===== src/rtl/button_debouncer.sv =====
// button_debouncer
// Debounces one raw push-button level and turns each qualified press into
// clean enable pulses for the game core: SCEN once per press, MCEN once per
// press plus periodic auto-repeat while the button stays held. DPB is the
// debounced level. All outputs are decoded from the state register only, so
// an asynchronous reset forces them low without waiting for a clock edge.

module button_debouncer #(
    parameter int N_DC  = 20,
    parameter int N_RPT = 25
) (
    input  logic Clk,
    input  logic reset,
    input  logic PB,
    output logic DPB,
    output logic SCEN,
    output logic MCEN
);

    // Terminal counts for the single shared counter. The debounce limit is
    // zero-extended into the wider repeat-counter width.
    localparam logic [N_RPT-1:0] DC_MAX  = N_RPT'((64'd1 << N_DC) - 64'd1);
    localparam logic [N_RPT-1:0] RPT_MAX = '1;
    localparam logic [N_RPT-1:0] CNT_ONE = N_RPT'(1);

    typedef enum logic [2:0] {
        INI     = 3'b000,
        WQ      = 3'b001,
        SCEN_ST = 3'b010,
        HELD    = 3'b011,
        MCEN_ST = 3'b100,
        WFCR    = 3'b101
    } state_t;

    state_t           state;
    state_t           state_next;
    logic [N_RPT-1:0] cnt;
    logic [N_RPT-1:0] cnt_next;
    logic             pb_s1;
    logic             pb_s2;

    // Two-flop synchronizer: PB is asynchronous to Clk, so only pb_s2 is
    // ever allowed to reach the state machine.
    always_ff @(posedge Clk or posedge reset) begin
        if (reset) begin
            pb_s1 <= 1'b0;
            pb_s2 <= 1'b0;
        end else begin
            pb_s1 <= PB;
            pb_s2 <= pb_s1;
        end
    end

    // State and counter registers; reset drops straight back to idle.
    always_ff @(posedge Clk or posedge reset) begin
        if (reset) begin
            state <= INI;
            cnt   <= '0;
        end else begin
            state <= state_next;
            cnt   <= cnt_next;
        end
    end

    // Next-state/counter logic plus Moore output decode. Every counting
    // state tests its terminal count before incrementing, so cnt never wraps.
    always_comb begin
        state_next = state;
        cnt_next   = cnt;
        DPB        = 1'b0;
        SCEN       = 1'b0;
        MCEN       = 1'b0;

        case (state)
            INI: begin
                if (pb_s2) begin
                    state_next = WQ;
                    cnt_next   = '0;
                end
            end

            WQ: begin
                if (!pb_s2) begin
                    state_next = INI;
                end else if (cnt == DC_MAX) begin
                    state_next = SCEN_ST;
                end else begin
                    cnt_next = cnt + CNT_ONE;
                end
            end

            SCEN_ST: begin
                DPB        = 1'b1;
                SCEN       = 1'b1;
                MCEN       = 1'b1;
                state_next = HELD;
                cnt_next   = '0;
            end

            HELD: begin
                DPB = 1'b1;
                if (!pb_s2) begin
                    state_next = WFCR;
                    cnt_next   = '0;
                end else if (cnt == RPT_MAX) begin
                    state_next = MCEN_ST;
                end else begin
                    cnt_next = cnt + CNT_ONE;
                end
            end

            MCEN_ST: begin
                DPB        = 1'b1;
                MCEN       = 1'b1;
                state_next = HELD;
                cnt_next   = '0;
            end

            WFCR: begin
                DPB = 1'b1;
                if (pb_s2) begin
                    state_next = HELD;
                    cnt_next   = '0;
                end else if (cnt == DC_MAX) begin
                    state_next = INI;
                end else begin
                    cnt_next = cnt + CNT_ONE;
                end
            end

            default: begin
                state_next = INI;
                cnt_next   = '0;
            end
        endcase
    end

endmodule


===== config.mk =====
export PLATFORM = sky130hd
export DESIGN_NAME = button_debouncer
export DESIGN_NICKNAME = d
export VERILOG_FILES = /design/src/rtl/button_debouncer.sv
export SDC_FILE = /design/constraint.sdc
export NUM_CORES = 1
export LEC_CHECK = 0
export ABC_AREA = 0
export CAP_MARGIN = 20
export CELL_PAD_IN_SITES_DETAIL_PLACEMENT = 1
export CELL_PAD_IN_SITES_GLOBAL_PLACEMENT = 2
export CORE_ASPECT_RATIO = 1.75
export CORE_UTILIZATION = 40
export CTS_CLUSTER_DIAMETER = 60
export DETAILED_ROUTE_END_ITERATION = 10
export PLACE_DENSITY_LB_ADDON = 0.1
export RECOVER_POWER = 100
export SLEW_MARGIN = 30
export SYNTH_ARGS = -nofsm -noshare
export SYNTH_HDL_FRONTEND = slang
export SYNTH_SLANG_ARGS = --single-unit

===== constraint.sdc =====
create_clock -name Clk -period 3.8 [get_ports Clk]
set_input_delay 0.76 -clock Clk [delete_from_list [all_inputs] [get_ports Clk]]
set_output_delay 0.76 -clock Clk [all_outputs]
set_load 0.05 [all_outputs]

# Word-level counts from Yosys, hierarchy flattened
# Index checks and enable logic that the tools add are counted.
# totals
regBits	30
input_bits	3
output_inout_bits	3
elab_cells	41
# classes
n_addsub	1
eq_ne	13
muxes	18
reduce_logical	5
# ops
cell	count
2-to-1 mux 25 bit	6
case mux 25 bit (4 select lines)	1
adder 25 x 1 -> 25 bit, second input constant	1
== test 25 x 20 -> 1 bit, second input constant	1
== test 25 bit, second input constant	1
2-to-1 mux 3 bit	7
case mux 3 bit (5 select lines)	1
inequality test 3 bit, second input constant	4
== test 3 x 2 -> 1 bit, second input constant	2
== test 3 bit, second input constant	2
inequality test 2 bit, second input constant	2
AND reduction 4 bit	1
OR reduction 4 bit	1
== test 3 x 1 -> 1 bit, second input constant	1
logical NOT 3 bit	1
2-to-1 mux 1 bit	3
AND reduction 3 bit	1
OR reduction 2 bit	1

# Logic depth before layout (Yosys ltp)
# logic_depth
word_depth	4
ltp_mapped	8

# Worst setup path after synthesis
# No wires, ideal clock.
# synth_path
kind	register to output
from	register state[1]
to	output MCEN
arrival_time_ps	1489
slack_ps	1551
stages_incl_launch_ff	5
cell_sequence	dfrtp_1 > clkbuf_1 > inv_1 > nand2_1 > a21oi_1
# synth_between
elab_chain_len	3
# synth_rtl
item	line	source
start: declaration	35	state_t state;
start signal: assignment	60	state <= state_next;
== test 3 bit or == test 3 x 2 -> 1 bit (tied branches)	74	case (state)
OR reduction 2 bit (no source line) *	-	
2-to-1 mux 1 bit *	74	
end: declaration	17	output logic MCEN
# Every way passes the cells marked *; elsewhere a longest branch is shown, timed or not.

# Worst setup path in the final report
# layout_path
from	register state[0]
to	register cnt[21]
# layout_between
elab_chain_len	3
# layout_rtl
item	line	source
== test 3 x 2 -> 1 bit, or another cell as far along	74	
inequality test 3 bit (no source line) or inequality test 2 bit (tied branches)	-	
AND reduction 3 bit (no source line)	-	
end signal: assignment	61	cnt <= cnt_next;
end: declaration	37	logic [N_RPT-1:0] cnt;
# Several ways; a longest one is shown, not always the timed one.
# A chain may end at the register's enable or synchronous reset.

==> impl_results.md <==
* H-tree Lvls at 2
* Resized Gates After CTS at 0
* Nets at 230
* Yosys Warn Count at 0
* Initial drt markers at 35
* Worst hold slack at 356 ps
* DRC at 0
* Area after DPL at 1940 um2
* CTS tree: built
* Post-cts hold buffer count at 0
* Synth Instances at 225
* Placer congestion estimate at 0.797
* Main synth FF type: dfrtp_1
* Number of nets with antenna violations after routing at 0
* Hold Crit Class: flop to flop
* Critical path launch point type: flop
* Post-DP HPWL at 4030 um
* Initial Util at 0.419
* Synthesized area at 1860 um2
* Clock slew at reported path FFs at 70 ps
* Vias post-DR at 1843
* Max Cap Viol at 2
* Setup_tns at 0 ps
* Pin count of the biggest net entering global routing at 31
* RSZ-0062 raised after global routing: no
* Vias per inst at 6.68
* Seq/Total Area, Yosys at 0.403
* Async set-reset flop share out of synthesis at 1.00
* TritonRoute pass-1 iters at 4
* Layout cells sized above 1 at 0.0489
* Static Leak at 0.000756 uW
* WL/cell at 20.7 um
* Sinks on Clock Net at 30
* Slew at the pin closest to its max-slew limit at 1730 ps
* Worst clock skew at 9.43 ps
* GRT Util Overall at 0.259
* IO buf count at 5
* Synthesized flop and latch total at 30
* Clock tree root buffer cell: clkbuf_8
* Design area at 2000 um2
* First-pass GRT wire length at 9360 um
* # setup viols final at 0
* Area growth, synth to finish at 7.67%
* Synth top cells by count: 30 x dfrtp_1, 27 x a21oi_1, 26 x nand2_1
* Largest cells by area after synthesis: dfrtp_1 40%, a21oi_1 7.3%, nand2_1 5.2%
* Worst slew margin at -0.153
* Initial antenna violation count at 0
* Fin. max-slew vios at 51
* Avg Synthesized Cell Area at 8.27 um2
* CP required at 3980 ps
* Die Area at 4940 um2
* Crit-path max FO at 19
* CTS max path bufs at 2
* Total CTS buffers at 5
* Row count at 32
* Synth unique cells at 39
* WP data arrival at 3180 ps
* Vias in the first global route at 1904
* Count leader, synth: dfrtp_1
* Post-synth EDFFs at 0
* Top Ports at 6
* Share of the synthesized area in the top cell type at 0.403
* Fin. Hold Viols at 0
* VDD IR-drop max at 195 uV
* Die Span Y at 92.2 um
* Post-CTS Setup Inserts at 0
* Antenna diode count at 0
* Final period util at 0.789
* Status: complete, but fails checks
* Final WL at 5710 um
* Worst setup EP type: flop
* CORE AREA at 4440 um2
* Die Width at 53.6 um
* PD cells at 320 nW/um2
* Worst-Skew Late Latency at 280 ps
* Fmax at 334 MHz
* Crit Path Class: flop to flop
* Syn Nets at 229
* Tmin final at 3000 ps
* Grt total ovfl at 0
* Failing checks: capacitance limit, slew limit
* Area leader, netlist: dfrtp_1
## critical path: stages (launching register included)
cell,delay (ps)
dfrtp_1,560
and4b_1,400
nor3_1,100
o211ai_1,1300
a31oi_1,220
a211oi_1,320
## layout make-up
type                            count  area, um2
Sequential cell                    30        751
Multi-Input combinational cell    177       1020
Clock buffer                        6       82.6
Timing Repair Buffer                8       68.8
Tap cell                           51       63.8
Inverter                            4       15.0
Fill cell                         536       2440
## final timing paths
path,from,end,slack [ps],cells past startpoint
max in group asynchronous,reset,cnt[8]$_DFFE_PP0P_,1270,3
setup reg to reg,state[0]$_DFFE_PP0P_,cnt[21]$_DFFE_PP0P_,800,5
setup / recovery,state[0]$_DFFE_PP0P_,cnt[21]$_DFFE_PP0P_,800,5
hold / removal,pb_s1$_DFF_PP0_,pb_s2$_DFF_PP0_,360,0
hold reg to reg,pb_s1$_DFF_PP0_,pb_s2$_DFF_PP0_,360,0
min in group asynchronous,reset,cnt[13]$_DFFE_PP0P_,1520,3
## flip-flops by register name, summed over array words and instances, names as in the netlist
register,flops
cnt,25
pb_s1,1
pb_s2,1
state,3
## per-layer routing
layer / track usage / up-vias / part of all wire
met3: 0.0415 / 17 / 0.020
li1: - / 863 / -
met5: 0 / - / 0
met4: 0.125 / 0 / 0.033
met1: 0.302 / 923 / 0.41
met2: 0.438 / 40 / 0.53
## where the power goes
part	internal (uW)	switching, uW	leakage (uW)
Clock	140	122	0.0000431
Combinational	14.1	30.8	0.000303
Sequential	326	9.44	0.000410
Total	479	162	0.000756
## kinds of logic after synthesis
kind of cell | count (synthesis) | synth area share
AND/OR/NAND/NOR | 97 | 0.282
AO/OA/AOI/OAI | 78 | 0.262
flip-flops | 30 | 0.403
buffers and inverters | 18 | 0.0403
XOR/XNOR | 1 | 0.00471
adder cells (fa/ha/maj) | 1 | 0.00672
## cells in the final DEF, fill, tap and decap left out, drive strengths merged, types with 2 or more instances in the layout
master	instances
clkbuf	7
o21ai	15
buf	2
a21oi	27
nand2b	2
inv	4
dlygate4sd3	5
a211oi	4
nor3	13
nor4	4
and4	4
nor2b	2
nor2	13
dfrtp	30
nand4	11
a31oi	10
nand2	26
a41oi	5
nand3	11
o31ai	6
and3	5
a2bb2oi	4
## metrics by stage
stage               cells  total power (uW)  utilization  worst slack [ps]
finish                276               641        0.451               802
global route          276               663        0.451               577
CTS                   276               643        0.454              1070
detailed placement    270               387        0.436              1370
global placement      270               384        0.436              1390
floorplan             225               369            -              1550
Note: power is estimated with default switching activity, not from simulation.
